File: src/rtl/mult_div_unit.sv
// Radix-2 multicycle multiply/divide unit: shift-add MULT/MULTU, restoring DIV/DIVU, HI/LO result registers.
// Optional macro MDU_ZERO_SKIP_EN: multiplies with a zero operand finish one cycle after accept.
module mult_div_unit #(
    parameter int WIDTH = 32,
    parameter int CNT_W = 6
) (
    input  logic             clock,
    input  logic             reset,
    input  logic             start,
    input  logic [1:0]       op,
    input  logic [WIDTH-1:0] a,
    input  logic [WIDTH-1:0] b,
    output logic             busy,
    output logic             done,
    output logic [WIDTH-1:0] hi,
    output logic [WIDTH-1:0] lo,
    output logic             div_by_zero
);

    typedef enum logic [1:0] {IDLE, CALC, SIGN, DONE} state_t;

    state_t state, state_nxt;

    logic [CNT_W-1:0]   cnt;
    logic               is_div;
    logic               neg_lo;
    logic               neg_hi;
    logic               skip;
    logic               skip_dz;
    logic [WIDTH-1:0]   opnd;
    logic [2*WIDTH-1:0] acc;

    // Accept-cycle decode
    logic             sgn, a_neg, b_neg, dz_hit, zero_hit, calc_last;
    logic [WIDTH-1:0] a_mag, b_mag;

    assign sgn    = ~op[0];
    assign a_neg  = sgn & a[WIDTH-1];
    assign b_neg  = sgn & b[WIDTH-1];
    assign a_mag  = a_neg ? -a : a;
    assign b_mag  = b_neg ? -b : b;
    assign dz_hit = op[1] & (b == '0);
`ifdef MDU_ZERO_SKIP_EN
    assign zero_hit = ~op[1] & ((a == '0) | (b == '0));
`else
    assign zero_hit = 1'b0;
`endif
    assign calc_last = (cnt == CNT_W'(WIDTH - 1));

    // One radix-2 step: acc = {upper, lower}; upper is partial product / remainder.
    logic [WIDTH:0]     mul_sum;
    logic [2*WIDTH-1:0] mul_nxt;
    logic [WIDTH:0]     div_sh;
    logic [WIDTH:0]     div_diff;
    logic [2*WIDTH-1:0] div_nxt;

    assign mul_sum  = {1'b0, acc[2*WIDTH-1:WIDTH]} + (acc[0] ? {1'b0, opnd} : '0);
    assign mul_nxt  = {mul_sum, acc[WIDTH-1:1]};
    assign div_sh   = {acc[2*WIDTH-1:WIDTH], acc[WIDTH-1]};
    assign div_diff = div_sh - {1'b0, opnd};
    assign div_nxt  = div_diff[WIDTH] ? {div_sh[WIDTH-1:0], acc[WIDTH-2:0], 1'b0}
                                      : {div_diff[WIDTH-1:0], acc[WIDTH-2:0], 1'b1};

    // Sign fix-up applied in SIGN
    logic [2*WIDTH-1:0] prod_fix;
    logic [WIDTH-1:0]   quo_fix, rem_fix, res_hi, res_lo;

    assign prod_fix = neg_lo ? -acc : acc;
    assign quo_fix  = neg_lo ? -acc[WIDTH-1:0] : acc[WIDTH-1:0];
    assign rem_fix  = neg_hi ? -acc[2*WIDTH-1:WIDTH] : acc[2*WIDTH-1:WIDTH];

    always_comb begin
        res_hi = prod_fix[2*WIDTH-1:WIDTH];
        res_lo = prod_fix[WIDTH-1:0];
        if (skip) begin
            res_hi = acc[2*WIDTH-1:WIDTH];
            res_lo = acc[WIDTH-1:0];
        end else if (is_div) begin
            res_hi = rem_fix;
            res_lo = quo_fix;
        end
    end

    always_ff @(posedge clock or posedge reset) begin
        if (reset) state <= IDLE;
        else       state <= state_nxt;
    end

    // Shortcut ops spend their single busy cycle in SIGN so results land one edge after accept.
    always_comb begin
        state_nxt = state;
        case (state)
            IDLE: if (start) state_nxt = (dz_hit | zero_hit) ? SIGN : CALC;
            CALC: if (calc_last) state_nxt = SIGN;
            SIGN: state_nxt = DONE;
            DONE: state_nxt = IDLE;
            default: state_nxt = IDLE;
        endcase
    end

    assign busy = (state != IDLE);
    assign done = (state == DONE);

    always_ff @(posedge clock or posedge reset) begin
        if (reset) begin
            cnt         <= '0;
            is_div      <= 1'b0;
            neg_lo      <= 1'b0;
            neg_hi      <= 1'b0;
            skip        <= 1'b0;
            skip_dz     <= 1'b0;
            opnd        <= '0;
            acc         <= '0;
            hi          <= '0;
            lo          <= '0;
            div_by_zero <= 1'b0;
        end else begin
            case (state)
                IDLE: if (start) begin
                    cnt     <= '0;
                    is_div  <= op[1];
                    neg_lo  <= a_neg ^ b_neg;
                    neg_hi  <= a_neg;
                    skip    <= dz_hit | zero_hit;
                    skip_dz <= dz_hit;
                    opnd    <= op[1] ? b_mag : a_mag;
                    // Shortcut results are preloaded into acc and passed through unchanged.
                    if (dz_hit)        acc <= {a, {WIDTH{1'b1}}};
                    else if (zero_hit) acc <= '0;
                    else if (op[1])    acc <= {{WIDTH{1'b0}}, a_mag};
                    else               acc <= {{WIDTH{1'b0}}, b_mag};
                end
                CALC: begin
                    cnt <= cnt + 1'b1;
                    acc <= is_div ? div_nxt : mul_nxt;
                end
                SIGN: begin
                    hi          <= res_hi;
                    lo          <= res_lo;
                    div_by_zero <= skip & skip_dz;
                end
                default: ;
            endcase
        end
    end

endmodule
File: config.mk
export PLATFORM = sky130hd
export DESIGN_NAME = mult_div_unit
export DESIGN_NICKNAME = d
export VERILOG_FILES = /design/src/rtl/mult_div_unit.sv
export SDC_FILE = /design/constraint.sdc
export NUM_CORES = 1
export LEC_CHECK = 0
export CORE_UTILIZATION = 54
export CTS_CLUSTER_SIZE = 16
export DETAILED_ROUTE_END_ITERATION = 8
export PLACE_DENSITY = 0.79
export SYNTH_ARGS = -nofsm -noshare
export SYNTH_HDL_FRONTEND = slang
export SYNTH_SLANG_ARGS = --single-unit
File: constraint.sdc
create_clock -name clock -period 5.4 [get_ports clock]
set_input_delay 0.81 -clock clock [delete_from_list [all_inputs] [get_ports clock]]
set_output_delay 0.81 -clock clock [all_outputs]
set_load 0.02 [all_outputs]
* Word-level counts from Yosys, hierarchy flattened
Cells that the tools add are included.
** Word-level totals
- Register bits :: 173
- Bits of input ports :: 69
- Output and inout bits :: 67
- Logic and storage cells :: 60
** Operators by class
- Add/sub/neg operators :: 8
- Equality and inequality tests :: 6
- Muxes and demuxes :: 23
- Bitwise logic cells :: 5
- Reductions and logical operators :: 7
** Operators by type and width (count)
- 32-bit 2-to-1 mux :: 11
- 64-bit 2-to-1 mux :: 5
- 32-bit negator :: 4
- 64-bit one-hot mux with 2 select lines :: 1
- 64-bit negator :: 1
- 32-bit by 32-bit adder with 33-bit output :: 1
- 33-bit by 32-bit subtractor with 33-bit output :: 1
- 32-bit logical NOT :: 1
- 6-bit one-hot mux with 2 select lines :: 1
- 2-bit one-hot mux with 4 select lines :: 1
- 6-bit by 1-bit adder with 6-bit output, second input constant :: 1
- 6-bit by 5-bit == test with 1-bit output, second input constant :: 1
- 2-bit 2-to-1 mux :: 3
- 6-bit 2-to-1 mux :: 1
- 2-bit AND reduction :: 3
- 2-bit == test, second input constant :: 2
- 2-bit != test, second input constant :: 2
- 2-bit nonzero test :: 2
- 1-bit bitwise AND :: 3
- 2-bit by 1-bit == test with 1-bit output, second input constant :: 1
- 2-bit logical NOT :: 1
- 1-bit NOT :: 1
- 1-bit bitwise XOR :: 1

* Longest topological paths before layout
- Depth after elaboration :: 7
- Depth in mapped cells :: 15
- Mapped depth without buffers :: 13

* Worst setup path before layout
OpenSTA, ideal clock, no wires.
- Path kind :: register to register
- From :: register acc[31]
- To :: register acc[62]
- Library setup time :: 0.130 ns
- Arrival time :: 3.354 ns
- Slack :: 1.916 ns
- Cell stages (with the launch flop) :: 15
- Period minus slack after synthesis :: 3.484 ns
- Cell sequence :: dfrtp_1 inv_1 ha_1 fa_1 nand2b_1 a211o_1 a31o_2 a211oi_1 nor3_1 a21oi_1 xor2_2 buf_4 o221ai_1 nor3_1 o22ai_1
** On the way
- Cells in the longest elaborated chain, start to end :: 4
** Ends and longest elaborated chain
- from (decl) :: RTL line 31 : logic [2*WIDTH-1:0] acc;
- from (signal assigned) :: RTL line 128 : if (dz_hit) acc <= {a, {WIDTH{1'b1}}};
- from (signal assigned) :: RTL line 130 : else if (op[1]) acc <= {{WIDTH{1'b0}}, a_mag};
- from (signal assigned) :: RTL line 131 : else acc <= {{WIDTH{1'b0}}, b_mag};
- 33-bit by 32-bit subtractor with 33-bit output :: RTL line 60 : assign div_diff = div_sh - {1'b0, opnd};
- 64-bit 2-to-1 mux :: RTL line 61 : assign div_nxt = div_diff[WIDTH] ? {div_sh[WIDTH-1:0], acc[WIDTH-2:0], 1'b0}
- 64-bit 2-to-1 mux :: RTL line 135 : acc <= is_div ? div_nxt : mul_nxt;
- 64-bit one-hot mux with 2 select lines :: RTL line 118 : case (state)
Every way passes these cells.
A chain may end at the register's enable or synchronous reset.

* Worst setup path in the final report
- From :: register acc[31]
- To :: register acc[63]
The elaborated chain is that of the path after synthesis.

==> flow_metrics.env <==
export IMPL_status="completed"
export IMPL_ir_drop_mv=0.290
export IMPL_synth_top_area_share_pct=28.9
export IMPL_cts_root_buffer="clkbuf_16"
export IMPL_synth_edff_count=0
export IMPL_drt_wirelength_per_cell_um=21.2
export IMPL_clock_skew_ps=16.6
export IMPL_drtIter0Drc=1824
export IMPL_async_flop_share_pct=100
export IMPL_post_route_min_period_ps=4240
export IMPL_post_dp_cell_area_mm2=0.0166
export IMPL_grt_overflow=0
export IMPL_antenna_cells=0
export IMPL_drv_max_cap_violation_count=0
export IMPL_drv_slew=0
export IMPL_ant_nets=0
export IMPL_drt_total_wl_mm=51.0
export IMPL_ys_ff_latch=173
export IMPL_cp_arrival_ps=4580
export IMPL_stdcell_area_mm2=0.0172
export IMPL_portBuffers=135
export IMPL_clkSlewWorstSetupHoldPaths_ps=80
export IMPL_antenna_found_initial=0
export IMPL_fin_crit_sh_pct=78.5
export IMPL_hp_class="reg -> reg"
export IMPL_finalHoldViolations=0
export IMPL_reg2reg_from="acc[31]$_DFFE_PP0P_"
export IMPL_synth_net_count=2103
export IMPL_dominantRegCellSynth="dfrtp_1"
export IMPL_cts_hold_buf=0
export IMPL_hold_depth=2
export IMPL_worst_pin_slew_ps=1230
export IMPL_cp_max_fo=17
export IMPL_drive_gt1_share_pct=4.72
export IMPL_synth_cell_types=76
export IMPL_coreArea_mm2=0.0271
export IMPL_via_count=15300
export IMPL_pwr_density_cell_mw_per_mm2=714
export IMPL_clock_fmax_ghz=0.236
export IMPL_synthTopCellsByArea="dfrtp_1 (29%), a21oi_1 (8.7%), nor2_1 (6.5%)"
export IMPL_netlist_area_mm2=0.0150
export IMPL_grtUsageTotal_pct=36.3
export IMPL_clk_latency_ps=460
export IMPL_startpoint="acc[31]$_DFFE_PP0P_"
export IMPL_rsz0062_at_grt="no"
export IMPL_required_ps=5740
export IMPL_clock_sinks=173
export IMPL_rows=60
export IMPL_syn_inst=1959
export IMPL_grt_max_degree=174
export IMPL_dieArea_mm2=0.0284
export IMPL_avgSynthCellArea_um2=7.64
export IMPL_initial_core_util_pct=55.2
export IMPL_hpwl_mm=38.9
export IMPL_cts_setup_buffers=0
export IMPL_p_leak_uw=0.00724
export IMPL_synth_top_cell_by_area="dfrtp_1"
export IMPL_setup_viol=0
export IMPL_drc_errors=0
export IMPL_cts_tree="done"
export IMPL_critical_path_class="reg -> reg"
export IMPL_slew_headroom_pct=17.4
export IMPL_cts_resized_gates=0
export IMPL_grt_pass1_vias=14000
export IMPL_fin_tns_setup_ps=0
export IMPL_end_kind="flop"
export IMPL_hold_start="opnd[13]$_DFFE_PP0P_"
export IMPL_final_nets=2166
export IMPL_cp_start_kind="flop"
export IMPL_dr_pass1_iters=5
export IMPL_reg2reg_depth=14
export IMPL_die_h_um=168
export IMPL_io_pins=136
export IMPL_fp_dieW_um=168
export IMPL_viasPerCell=6.36
export IMPL_cts_buffers=17
export IMPL_area_growth_pct=15.1
export IMPL_seq_area_frac_synth_pct=28.9
export IMPL_gp_congestion=1.00
export IMPL_cts_path_max_buffers=2
export IMPL_yosys_top_cells_count="a21oi_1 (260), nor2_1 (260), nand2_1 (175)"
export IMPL_ys_warn_count=0
export IMPL_cts_htree_levels=4
export IMPL_n_fill_cell=2398
export IMPL_grt_pass1_wl_mm=79.5
-- sequential cells by signal, summed over array words and instances, names as in the netlist --
name	flops
opnd	32
div_by_zero	1
neg_hi	1
state	2
hi	32
is_div	1
cnt	6
skip_dz	1
lo	32
acc	64
neg_lo	1
-- worst paths after layout --
check                      slack (ps)                    to
max in group asynchronous        3660    is_div$_DFFE_PP0P_
max                              1160   acc[63]$_DFFE_PP0P_
max reg2reg                      1160   acc[63]$_DFFE_PP0P_
min in group asynchronous         940    lo[19]$_DFFE_PP0P_
min                               490  opnd[13]$_DFFE_PP0P_
min reg2reg                       490  opnd[13]$_DFFE_PP0P_
-- logic make-up (layout without fill, tap and decap cells) --
group / after synthesis / in the layout / share of synthesized area, %
buffers and inverters: 192 / 268 / 4.93
and+or+nand+nor: 630 / 630 / 19.0
DFF: 173 / 173 / 28.9
muxes: 62 / 62 / 4.24
AOI/OAI and AO/OA: 648 / 648 / 26.0
adders and majority gates: 75 / 75 / 6.37
xor gates and xnor gates: 179 / 179 / 10.5
-- area by class of cell --
type,count,area (um2),share of cell area [%]
Sequential cell,173,4330,25.1
Timing Repair Buffer,162,1560,9.07
Tap cell,372,465,2.70
Inverter,74,282,1.63
Multi-Input combinational cell,1594,9940,57.7
Clock buffer,17,425,2.47
Clock inverter,15,216,1.26
-- critical path, cell delays in order (launching register included) --
cell      delay, ps
dfrtp_1         430
inv_1           130
ha_1            240
fa_1            410
nand2b_1        180
a211o_1         340
a31o_2          310
a211oi_1        340
nor3_1          140
a21oi_1         350
xnor2_2         270
buf_4           290
a221o_1         360
a211oi_1        230
nor3_1           90
-- metal layers --
| metal | up-vias | GRT usage (%) | wire length (um) |
|---|---|---|---|
| met2 | 905 | 56.5 | 22500 |
| met1 | 7158 | 49.3 | 20700 |
| li1 | 7115 | - | - |
| met3 | 141 | 4.89 | 4980 |
| met4 | 0 | 18.7 | 2780 |
| met5 | - | 0 | 0 |
-- placed cells by master (no fill, tap or decap), types with 10 or more instances in the layout --
master	n
nor2_1	260
a21oi_1	260
nand2_1	174
dfrtp_1	172
o21ai_0	157
clkdlybuf4s50_1	134
xnor2_1	94
xor2_1	83
inv_1	72
ha_1	71
mux2i_1	51
nor3_1	48
a21o_1	36
nand3_1	27
buf_4	26
a211oi_1	24
o31ai_1	21
o211ai_1	21
a31oi_1	20
nand2b_1	18
clkbuf_16	17
nor4_1	16
nand4_1	15
or4_1	12
or3_1	11
nor2b_1	11
o221ai_1	11
mux2_2	11
o41ai_1	10
o21bai_1	10
-- metrics by stage --
step           hold slack [ps]  setup WS (ps)  instances  utilization [%]  total power (uW)
5_1_grt                    511            967       2407             63.6             13100
6_report                   486           1160       2407             63.6             12300
4_1_cts                    493           1240       2407             63.6             12100
3_3_place_gp               464           1160       2375             61.2             10600
3_5_place_dp               474           1100       2375             61.2             10800
2_1_floorplan              450           1920       1959                -              8160
-- power by group --
part	leakage, uW	switching [uW]	internal (uW)
Sequential	0.00206	743	1920
Clock	0.000307	692	652
Combinational	0.00487	5090	3200
(Power assumes the default switching activity.)
